## config.mk

```make
export PLATFORM = sky130hd
export DESIGN_NAME = spi_slave
export DESIGN_NICKNAME = d
export VERILOG_FILES = /design/src/rtl/spi_slave.sv
export SDC_FILE = /design/constraint.sdc
export NUM_CORES = 1
export LEC_CHECK = 0
export BUFFER_PORTS_ARGS = -buffer_cell sky130_fd_sc_hd__clkbuf_2
export CORE_MARGIN = 1
export CORE_UTILIZATION = 50
export CTS_BUF_LIST = sky130_fd_sc_hd__clkbuf_16
export DETAILED_ROUTE_END_ITERATION = 10
export PLACE_DENSITY = 0.78
export SYNTH_ARGS = -nofsm -noshare
export SYNTH_HDL_FRONTEND = slang
export SYNTH_SLANG_ARGS = --single-unit
```

## constraint.sdc

```tcl
create_clock -name clk -period 1.9 [get_ports clk]
set_input_delay 0.57 -clock clk [delete_from_list [all_inputs] [get_ports clk]]
set_output_delay 0.57 -clock clk [all_outputs]
set_load 0.005 [all_outputs]
```

## src/rtl/spi_slave.sv

```systemverilog
// spi_slave: SPI mode 0 (CPOL=0, CPHA=0) slave. It shifts MSB first and
// oversamples spi_clk, spi_cs and spi_mosi in the clk domain.
//
// Ports
//   clk          system clock; all state updates on the rising edge
//   reset        synchronous, active-high reset
//   spi_clk      serial clock from the master (asynchronous to clk)
//   spi_cs       chip select from the master, active low
//   spi_mosi     serial data from the master
//   spi_miso     serial data to the master (1 when not selected)
//   spi_miso_oe  MISO drive enable, high while selected
//   tx_data      word to return on the next transfer
//   tx_we        one-cycle write strobe for tx_data
//   tx_empty     transmit buffer free
//   rx_data      last complete received word
//   rx_valid     rx_data unread (sticky until rx_re)
//   rx_re        one-cycle read acknowledge
//   rx_overrun   sticky: a word completed while rx_valid was still set
//   irq          level interrupt, rx_valid | rx_overrun
module spi_slave #(
  parameter int DATA_W      = 8,
  parameter int SYNC_STAGES = 2
) (
  input  logic              clk,
  input  logic              reset,
  input  logic              spi_clk,
  input  logic              spi_cs,
  input  logic              spi_mosi,
  output logic              spi_miso,
  output logic              spi_miso_oe,
  input  logic [DATA_W-1:0] tx_data,
  input  logic              tx_we,
  output logic              tx_empty,
  output logic [DATA_W-1:0] rx_data,
  output logic              rx_valid,
  input  logic              rx_re,
  output logic              rx_overrun,
  output logic              irq
);

  localparam int CNT_W = (DATA_W > 1) ? $clog2(DATA_W) : 1;
  localparam logic [CNT_W-1:0] LAST_BIT = CNT_W'(DATA_W - 1);

  localparam logic [1:0] IDLE  = 2'd0;
  localparam logic [1:0] LOAD  = 2'd1;
  localparam logic [1:0] SHIFT = 2'd2;

  // The three SPI inputs go through identical chains so their relative timing
  // is preserved. The chains reset to 0. As a result, a CS held low across reset
  // release shows no falling edge, and the slave waits for a fresh select.
  logic [2:0] raw_in;
  logic [2:0] sync_in;

  assign raw_in = {spi_clk, spi_cs, spi_mosi};

  genvar gi;
  generate
    for (gi = 0; gi < 3; gi++) begin : g_sync
      logic [SYNC_STAGES-1:0] chain_reg;

      always_ff @(posedge clk) begin
        if (reset) begin
          chain_reg <= '0;
        end else begin
          chain_reg <= {chain_reg[SYNC_STAGES-2:0], raw_in[gi]};
        end
      end

      assign sync_in[gi] = chain_reg[SYNC_STAGES-1];
    end
  endgenerate

  logic sclk_s;
  logic cs_s;
  logic mosi_s;

  assign sclk_s = sync_in[2];
  assign cs_s   = sync_in[1];
  assign mosi_s = sync_in[0];

  logic sclk_prev_reg;
  logic cs_prev_reg;
  logic sclk_rise;
  logic sclk_fall;
  logic cs_fall;

  assign sclk_rise = sclk_s & ~sclk_prev_reg;
  assign sclk_fall = ~sclk_s & sclk_prev_reg;
  assign cs_fall   = ~cs_s & cs_prev_reg;

  logic [1:0]        state_reg;
  logic [CNT_W-1:0]  bit_cnt_reg;
  logic [DATA_W-1:0] tx_shift_reg;
  logic [DATA_W-1:0] rx_shift_reg;
  logic              word_done_reg;
  logic [DATA_W-1:0] tx_buf_reg;
  logic              tx_empty_reg;
  logic [DATA_W-1:0] rx_data_reg;
  logic              rx_valid_reg;
  logic              rx_overrun_reg;
  logic              load_now;

  assign load_now = (state_reg == LOAD);

  // Serial engine
  always_ff @(posedge clk) begin
    if (reset) begin
      state_reg     <= IDLE;
      bit_cnt_reg   <= '0;
      tx_shift_reg  <= '0;
      rx_shift_reg  <= '0;
      word_done_reg <= 1'b0;
      sclk_prev_reg <= 1'b0;
      cs_prev_reg   <= 1'b0;
    end else begin
      sclk_prev_reg <= sclk_s;
      cs_prev_reg   <= cs_s;
      word_done_reg <= 1'b0;

      if (cs_s) begin
        // Deselect drops any partial word; no completion is signalled.
        state_reg   <= IDLE;
        bit_cnt_reg <= '0;
      end else begin
        case (state_reg)
          IDLE: begin
            if (cs_fall) begin
              state_reg <= LOAD;
            end
          end
          LOAD: begin
            tx_shift_reg <= tx_empty_reg ? {DATA_W{1'b1}} : tx_buf_reg;
            state_reg    <= SHIFT;
          end
          SHIFT: begin
            if (sclk_rise) begin
              rx_shift_reg <= {rx_shift_reg[DATA_W-2:0], mosi_s};
              if (bit_cnt_reg == LAST_BIT) begin
                bit_cnt_reg   <= '0;
                word_done_reg <= 1'b1;
                state_reg     <= LOAD;
              end else begin
                bit_cnt_reg <= bit_cnt_reg + 1'b1;
              end
            end else if (sclk_fall && (bit_cnt_reg != '0)) begin
              // A zero count means that no bit of the current word has been
              // sampled yet. The falling edge that follows the last bit is
              // skipped here, so the freshly loaded MSB stays on MISO.
              tx_shift_reg <= {tx_shift_reg[DATA_W-2:0], 1'b0};
            end
          end
          default: state_reg <= IDLE;
        endcase
      end
    end
  end

  // Transmit buffer. A host write wins over a same-cycle LOAD. LOAD has
  // already sampled the old contents, so the new word stays pending.
  always_ff @(posedge clk) begin
    if (reset) begin
      tx_buf_reg   <= '0;
      tx_empty_reg <= 1'b1;
    end else if (tx_we) begin
      tx_buf_reg   <= tx_data;
      tx_empty_reg <= 1'b0;
    end else if (load_now) begin
      tx_empty_reg <= 1'b1;
    end
  end

  // Receive side. Word completion takes priority over a same-cycle read:
  // the read counts as consuming the old word, so no overrun is raised.
  always_ff @(posedge clk) begin
    if (reset) begin
      rx_data_reg    <= '0;
      rx_valid_reg   <= 1'b0;
      rx_overrun_reg <= 1'b0;
    end else if (word_done_reg) begin
      rx_data_reg  <= rx_shift_reg;
      rx_valid_reg <= 1'b1;
      if (rx_valid_reg && !rx_re) begin
        rx_overrun_reg <= 1'b1;
      end else if (rx_re) begin
        rx_overrun_reg <= 1'b0;
      end
    end else if (rx_re) begin
      rx_valid_reg   <= 1'b0;
      rx_overrun_reg <= 1'b0;
    end
  end

  assign spi_miso    = (state_reg == IDLE) ? 1'b1 : tx_shift_reg[DATA_W-1];
  assign spi_miso_oe = (state_reg != IDLE);
  assign tx_empty    = tx_empty_reg;
  assign rx_data     = rx_data_reg;
  assign rx_valid    = rx_valid_reg;
  assign rx_overrun  = rx_overrun_reg;
  assign irq         = rx_valid_reg | rx_overrun_reg;

endmodule

```

### After elaboration in Yosys (flattened, before gate mapping)

Cells that the tools add are included.

* add/subtract/negate cells: 1
* eq/ne operators: 8
* reductions and logical operators: 15
* muxes and demuxes: 18
* bitwise gates (word level): 9

Operator list (count)
* $mux W8: 3
* $pmux W8 S2: 1
* $ne A2 B2 Y1 const B: 5
* $mux W1: 9
* $reduce_bool A2 Y1: 4
* $mux W2: 3
* $pmux W2 S3: 1
* $reduce_and A3 Y1: 2
* $not A1 Y1: 5
* $reduce_and A4 Y1: 1
* $reduce_or A4 Y1: 1
* $add A3 B1 Y3 const B: 1
* $and A1 B1 Y1: 3
* $eq A3 B3 Y1 const B: 1
* $mux W3: 1
* $reduce_bool A3 Y1: 1
* $eq A2 B1 Y1 const B: 1
* $eq A2 B2 Y1 const B: 1
* $logic_and A1 B1 Y1: 2
* $logic_not A2 Y1: 1
* $reduce_and A2 Y1: 1
* $reduce_or A2 Y1: 1
* $logic_not A1 Y1: 1
* $or A1 B1 Y1: 1

* output and inout bits: 14
* logic and storage cells: 66
* flip-flop bits (word level): 49
* bits of input ports: 15

### Logic depth before layout (Yosys ltp)

Gate-level depths: netlist (run 1).

* depth in word-level cells: 6
* depth in mapped cells: 5
* gate-level depth less buffers: 5

### Worst setup path before layout (run 1)

OpenSTA, ideal clock, no wires.

* kind: input port to flip-flop
* start: in reset
* end: reg rx_data_reg[0], in the netlist rx_data[0]
* cell stages on the path: 4
* buffers on the path: 3
* path slack: 402 ps
* arrival time: 1370 ps
* setup time: 128 ps
* required time: 1772 ps
* path through: buf_2 -> buf_1 -> buf_1 -> nor2_1

RTL lines
* start, declared: line 25 `input logic reset,`
* end signal, assigned: line 180 `rx_data_reg <= rx_shift_reg;`
* end, declared: line 98 `logic [DATA_W-1:0] rx_data_reg;`

No word-level cell between the ends.

### Worst setup path in the final report (run 1)

* start: reg state_reg[1]
* end: out spi_miso

* cells in the longest elaborated chain, start to end: 2

Ends and longest elaborated chain
* start, declared: line 91 `logic [1:0] state_reg;`
* start signal, assigned: line 108 `state_reg <= IDLE;`
* start signal, assigned: line 122 `state_reg <= IDLE;`
* start signal, assigned: line 128 `state_reg <= LOAD;`
* $logic_not A2 Y1: line 193 `assign spi_miso = (state_reg == IDLE) ? 1'b1 : tx_shift_reg[DATA_W-1];`
* $mux W1: line 193
* end, declared: line 29 `output logic spi_miso,`

No other way between the ends.

==> metrics.txt, run 1 <==
Skew-Pair Late Insertion Delay=280 ps; Hold Crit Class=reg2reg; Max Cap Viol=0; max-slew violations=0; critical path, cell by cell=or2_2 > nand2b_1 > clkbuf_2; non-filler cells, final=283; setup slack after layout=107.0 ps; global-route wire length before repair=6127 um; Synth area leaders=dfxtp_1 (49%), mux2i_1 (13%), nor2_1 (5.3%); PortBufs=28; flops & latches, synth=49; GPL Wtd Cong=0.8035; DR pass1 iterations=5; crit-path leading delay family=simple AND/OR/NAND/NOR gates; Detailed Route WL=3470 um; Unique masters post-synth=32; Crit. End Element=primary output; Final Util=61.87%; total power=1980 uW; crit start category=register; Achievable Freq=557.7 MHz; Final Skew=2.527 ps; Area growth syn-to-layout=16.20%; TritonCTS buffer count=5; max incr delay on CP=420 ps; I/O Pins=29; post-route setup TNS=0 ps; drt wl/cell=12.26 um; Post-Synthesis Cell Area=1993 um^2; hold_buf cts=0; post-DP HPWL=2551 um; Slew HR=66.36%; Initial Util=53.24%; via density per instance=5.343; most frequent cells in the layout=dfxtp_1 (49), nor2_1 (28), clkbuf_2 (28); Ys Warns=0; Die W=65.14 um; CP Data Required Time=1330 ps; top cell type's share of synthesized area=49.22%; Least-Margin Pin Slew=503.9 ps; sequential-to-total area share from yosys stat=49.22%; vias in the first global route=1422; CTS root buf=clkbuf_16; antenna violations before repair=0; final setup fails=0; layout cells sized above 1=18.72%; Hold Vio Cnt, Final=0; worst vdd ir=577.7 uV; H-tree depth=2; Avg Inst Size Synth=9.629 um^2; commonest non-fill, non-tap cell in the layout=dfxtp_1; placed cell count=276; Clock Pin Slew Worst Setup and Hold Paths=60 ps; post-route clock period utilization=94.37%; pin count of the biggest net entering global routing=16; Power Dens Cells=855.1 nW/um^2; Max FO, Critical Path=15; CTS tree=yes; global-route total usage across every layer=18.74%; clk sinks=49; fin nets=253; Lkg Pwr=0.001020 uW; post-synth net total=225; vias after detailed routing=1512; Cells after Synth=207; Clock Tree Buf Depth=2; die height=65.14 um; setup repair after global routing missed its margin=false; initial DRC count=95; most area-hungry cell type in the Yosys netlist=dfxtp_1; status=completed; DRC Markers=0; row count=22; total gr overflow=0; post-CTS sizing=0; Die Area=4243 um^2; pre-CTS setup slack=353.3 ps; CP bufs+invs=1; Period minus WS final=1793 ps; Max stage delay cell, worst path=dfxtp_1; post-CTS setup buffers=0; ANT cells=0; crit path DAT=1220 ps; Routed Antenna Nets=0; Crit Path Class=reg2out; Core ar.=3744 um^2
-- power breakdown --
part / switching [uW] / internal, uW / total, uW
clock: 333 / 470 / 803
sequential: 17.7 / 1050 / 1070
combinational: 55.6 / 53.7 / 109
total: 406 / 1570 / 1980
-- path summary, 6_finish.rpt --
kind / from / to / slack (ps) / cells past startpoint
setup / recovery: state_reg[1] / spi_miso / 110 / 3
hold / removal: g_sync[1].chain_reg[0] / g_sync[1].chain_reg[1] / 440 / 1
setup reg to reg: state_reg[1] / tx_shift_reg[4] / 350 / 3
hold reg to reg: g_sync[1].chain_reg[0] / g_sync[1].chain_reg[1] / 440 / 1
-- worst register-to-register path, cell delays in order, from the launching register on --
cell and delay, ps:
dfxtp_1 550, and2b_1 280, a32oi_4 400, mux2i_1 250
-- metrics by stage --
| stage | hold slack [ps] | instance area [um^2] |
|---|---|---|
| floorplan | 413.8 | 1993 |
| global placement | 419.1 | 2183 |
| detailed placement | 424.6 | 2183 |
| CTS | 438.1 | 2316 |
| global route | 450.8 | 2316 |
| finish | 436.7 | 2316 |
-- cell families after synthesis --
family	synth area share [%]
AO/OA/AOI/OAI	11.17
adder cells (fa/ha/maj)	1.883
multiplexers	13.06
flip-flops	49.22
buffers and inverters	4.080
AND/OR/NAND/NOR	20.59
-- area by class of cell --
class	instances	area, um^2
well taps	48	60.06
inverters	5	18.77
flip-flops and latches	49	980.9
repair buffers	35	192.7
clock buffers	5	125.1
clock inverters	2	7.507
multi-input cells	139	930.9
fillers	320	1428
-- layer usage --
| layer | global-route usage [%] | up-vias | part of all wire, % | wire length, um |
|---|---|---|---|---|
| li1 | - | 762 | - | - |
| met1 | 23.36 | 712 | 47 | 1630 |
| met2 | 30.21 | 34 | 48 | 1669 |
| met3 | 5.556 | 4 | 3.8 | 132 |
| met4 | 7.609 | 0 | 1.1 | 38 |
| met5 | 0 | - | 0 | 0 |
-- cell usage after synthesis (all sizes together) --
cell,number
nand3b,1
or3b,1
dfxtp,49
ha,3
a21oi,11
o211ai,1
a21boi,1
nand2,8
nand2b,4
o21a,1
nor2,28
nor4,1
a31oi,1
inv,4
a211o,7
nor3b,8
nand3,8
and4bb,1
or2,2
and2b,1
and3,1
clkbuf,8
nor3,3
nor2b,10
a32oi,1
mux2i,26
buf,6
o21ai,10
clkinv,1
No activity file was read; power rests on OpenSTA's default activity.
==> inputs of run 2 (changes only) <==
==> constraint.sdc (replaced) <==
create_clock -name clk -period 1.8 [get_ports clk]
set_input_delay 0.54 -clock clk [delete_from_list [all_inputs] [get_ports clk]]
set_output_delay 0.54 -clock clk [all_outputs]
set_load 0.005 [all_outputs]
==> metrics.txt, run 2 (synthesis gave the netlist of run 1 again) <==
layout cells sized above 1=18.45%; Skew-Pair Late Insertion Delay=280 ps; Die Area=4243 um^2; Detailed Route WL=3481 um; H-tree depth=2; Initial Util=53.24%; global-route total usage across every layer=17.97%; Die W=65.14 um; CTS tree=yes; initial DRC count=113; total gr overflow=0; max-slew violations=0; worst vdd ir=486.4 uV; Clock Pin Slew Worst Setup and Hold Paths=60 ps; Max FO, Critical Path=7; Design Area, Final=2302 um^2; Routed Antenna Nets=0; post-route clock period utilization=95.37%; Slew HR=65.30%; Final Skew=4.114 ps; vias after detailed routing=1466; most frequent cells in the layout=dfxtp_1 (48), nor2_1 (28), clkbuf_2 (28); cell-internal power=1659 uW; pin count of the biggest net entering global routing=24; DR pass1 iterations=4; post-DP HPWL=2366 um; row count=22; max incr delay on CP=380 ps; placed cell areas=2168 um^2; CP Data Required Time=1260 ps; clk sinks=49; Clock Tree Buf Depth=2; CTS root buf=clkbuf_16; Core ar.=3744 um^2; status=completed; antenna violations before repair=0; vias in the first global route=1284; drt wl/cell=12.39 um; die height=65.14 um; post-CTS setup buffers=0; Area growth syn-to-layout=15.51%; post-route setup TNS=0 ps; crit path DAT=1180 ps; fin nets=251; commonest non-fill, non-tap cell in the layout=dfxtp_1; Crit. End Element=primary output; crit start category=register; Crit Path Class=reg2out; total power=2094 uW; Hold Vio Cnt, Final=0; I/O Pins=29; ANT cells=0; Gate power share=5.4%; Period minus WS final=1717 ps; Hold Crit Class=in2reg; TritonCTS buffer count=5; switching share of power=20.80%; Sw Pwr=435.7 uW; global-route wire length before repair=5761 um; Achievable Freq=582.6 MHz; setup repair after global routing missed its margin=false; Max stage delay cell, worst path=dfxtp_1; DRC Markers=0; Fillers=338; PortBufs=28; critical path, cell by cell=or2_2 > nand2b_1 > clkbuf_2; Least-Margin Pin Slew=519.7 ps; Max Cap Viol=0; Hold Slack=435.5 ps; final setup fails=0; Power Dens Cells=909.8 nW/um^2; Lkg Pwr=0.001011 uW; GPL Wtd Cong=0.7975; via density per instance=5.217; Clock power frac=40.8%; Sequential Power Share=53.8%
run 2: cell types whose count changed in the layout (fill, tap and decap cells not counted), sizes merged:
cell / previous run / this run
buf: 7 / 5
run 2: worst paths after layout:
kind / from / to / slack (ps) / cells past startpoint
setup / recovery: state_reg[0] / spi_miso / 80 / 3
hold / removal: rx_re / rx_overrun / 440 / 2
setup reg to reg: bit_cnt_reg[0] / tx_shift_reg[7] / 380 / 5
hold reg to reg: g_sync[1].chain_reg[0] / g_sync[1].chain_reg[1] / 440 / 1
run 2: metal layers:
layer	GRT usage, %	wire, um	part of all wire (%)	vias to the layer above
li1	-	-	-	765
met1	23.13	1763	51	665
met3	6.250	135	3.9	8
met5	0	0	0	-
met2	27.73	1529	44	28
met4	6.522	52	1.5	0
run 2: worst max-delay path, delay by kind of cell (launching register included):
kind	cells	cell delay, ps
buffers and inverters	1	110
DFF	1	380
and+or+nand+nor	2	420
run 2: timing repair:
item                                    4_1_cts  5_1_grt
hold buffers                                  0        0
endpoints found under the setup margin        0        1
gates resized for setup                       0        1
run 2: final cells by class:
class	instances	area, um^2	area share (%)
flip-flops and latches	49	982.2	42.66
repair buffers	33	177.7	7.717
clock inverters	2	7.507	0.3261
well taps	48	60.06	2.609
inverters	5	18.77	0.8152
multi-input cells	139	930.9	40.43
clock buffers	5	125.1	5.435
run 2: per-stage QoR:
step / setup slack, ps / instances / utilization [%]
5_1_grt: 26.81 / 281 / 61.50
6_report: 83.42 / 281 / 61.50
4_1_cts: 46.11 / 281 / 61.46
2_1_floorplan: 332.5 / 207 / -
3_5_place_dp: 276.8 / 274 / 57.92
3_3_place_gp: 338.8 / 274 / 57.92
run 2: power by group through the flow:
stage / clock (uW) / sequential (uW) / combinational [uW]
2_1_floorplan: 0 / 1140 / 86.6
3_3_place_gp: 0 / 1150 / 112
3_5_place_dp: 0 / 1150 / 113
4_1_cts: 878 / 1130 / 114
5_1_grt: 933 / 1130 / 126
6_report: 856 / 1130 / 113
==> inputs of run 3 (changes only) <==
--- a/config.mk
+++ b/config.mk
@@ -6,7 +6,7 @@
 export NUM_CORES = 1
 export LEC_CHECK = 0
 export BUFFER_PORTS_ARGS = -buffer_cell sky130_fd_sc_hd__clkbuf_2
-export CORE_MARGIN = 1
+export CORE_MARGIN = 3
 export CORE_UTILIZATION = 50
 export CTS_BUF_LIST = sky130_fd_sc_hd__clkbuf_16
 export DETAILED_ROUTE_END_ITERATION = 10
==> metrics.txt, run 3 (synthesis gave the netlist of run 1 again) <==
H-tree depth=2; Routed Antenna Nets=0; Final Skew=5.685 ps; status=completed; GPL Wtd Cong=0.7713; I/O Pins=29; post-CTS setup buffers=0; worst vdd ir=659.9 uV; Max Cap Viol=0; Area growth syn-to-layout=16.20%; Critical path origin=state_reg[0]; post-route clock period utilization=95.50%; Die W=69.14 um; Clock Pin Slew Worst Setup and Hold Paths=60 ps; TritonCTS buffer count=5; R2R Setup Slk=360 ps; critical path, cell by cell=or2_2 > nand2b_1 > clkbuf_2; Power Dens Cells=909.7 nW/um^2; vias after detailed routing=1466; clk sinks=49; initial DRC count=98; Least-Margin Pin Slew=511.8 ps; drt wl/cell=12.90 um; max-slew violations=0; pin count of the biggest net entering global routing=22; global-route total usage across every layer=15.81%; most frequent cells in the layout=dfxtp_1 (48), nor2_1 (28), clkbuf_2 (28); reg-to-reg startpoint=state_reg[0]; commonest non-fill, non-tap cell in the layout=dfxtp_1; CTS root buf=clkbuf_16; Die Area=4780 um^2; DR pass1 iterations=4; antenna violations before repair=0; Max FO, Critical Path=7; hold_buf cts=0; Initial Util=53.24%; via density per instance=5.180; die height=69.14 um; Core ar.=3744 um^2; layout cells sized above 1=19.57%; CP Data Required Time=1260 ps; PortBufs=28; Clock Tree Buf Depth=2; Gate power share=5.5%; Hold Path Depth=1; DRC Markers=0; Lkg Pwr=0.001022 uW; Max stage delay cell, worst path=dfxtp_1; r2r endpoint=tx_shift_reg[1]; row count=22; Worst Hold Endpoint=g_sync[1].chain_reg[1]; Skew-Pair Late Insertion Delay=280 ps; Clock power frac=41.1%; max incr delay on CP=380 ps; cell-internal power=1667 uW; crit path DAT=1180 ps; crit start category=register; Hold Vio Cnt, Final=0; Sw Pwr=439.4 uW; post-DP HPWL=2548 um; setup repair after global routing missed its margin=false; Crit. End Element=primary output; Achievable Freq=581.8 MHz; Detailed Route WL=3651 um; R2R depth=4; Crit Path Class=reg2out; vias in the first global route=1413; Sequential Power Share=53.4%; Slew HR=65.83%; Hold Crit Class=reg2reg; global-route wire length before repair=6299 um; ANT cells=0; total gr overflow=0; Hold Startpoint=g_sync[1].chain_reg[0]; post-route setup TNS=0 ps; Period minus WS final=1719 ps; switching share of power=20.86%; final setup fails=0; Final Util=61.87%; CTS tree=yes; fin nets=252
-- run 3: cell count changes in the layout (fill, tap and decap cells not counted) --
cell	delta
clkinv_1	-1
clkinv_2	+2
buf_4	+1
-- run 3: metrics by stage --
stage / setup WS [ps] / hold slack (ps) / cell area [um^2] / std cells / power, uW
6_report: 81.08 / 435.1 / 2316 / 283 / 2107
3_5_place_dp: 294.8 / 424.5 / 2176 / 275 / 1265
2_1_floorplan: 332.5 / 413.8 / 1993 / 207 / 1227
3_3_place_gp: 343.9 / 416.1 / 2176 / 275 / 1263
4_1_cts: 42.21 / 434.1 / 2315 / 283 / 2128
5_1_grt: 24.20 / 439.4 / 2316 / 283 / 2194
-- run 3: critical path: cells and delay by family, from the launching register on --
kind	cells	cell delay, ps
and+or+nand+nor	2	420
DFF	1	380
buffers and inverters	1	110
-- run 3: power by group through the flow --
stage	Clock (uW)	Combinational, uW	Sequential (uW)
final	866	115	1130
after global routing	937	128	1130
after CTS	885	116	1130
after detailed placement	0	115	1150
after global placement	0	114	1150
after floorplan	0	86.6	1140
-- run 3: layout make-up --
type / instances / area [um^2]
Fill cell: 347 / 1428
Sequential cell: 49 / 982.2
Multi-Input combinational cell: 139 / 930.9
Timing Repair Buffer: 34 / 185.2
Clock buffer: 5 / 125.1
Tap cell: 48 / 60.06
Inverter: 5 / 18.77
Clock inverter: 3 / 13.76
-- run 3: worst max path at each step --
stage                            endpoint  depth (start not counted)
after floorplan                rx_data[0]                          4
after detailed placement  tx_shift_reg[6]                          3
final                            spi_miso                          3
after CTS                        spi_miso                          3
after global routing             spi_miso                          3
after global placement    tx_shift_reg[7]                          3
-- run 3: what timing repair did --
action | CTS | global route
endpoints found under the hold margin | 0 | 0
gates resized for setup | 0 | 1
endpoints found under the setup margin | 0 | 1
-- run 3: metal layers --
layer	vias up	wire length (um)	global-route usage, %
li1	766	-	-
met5	-	0	0
met3	2	148	4.082
met4	0	8	3.254
met2	30	1829	25.95
met1	668	1665	20.99
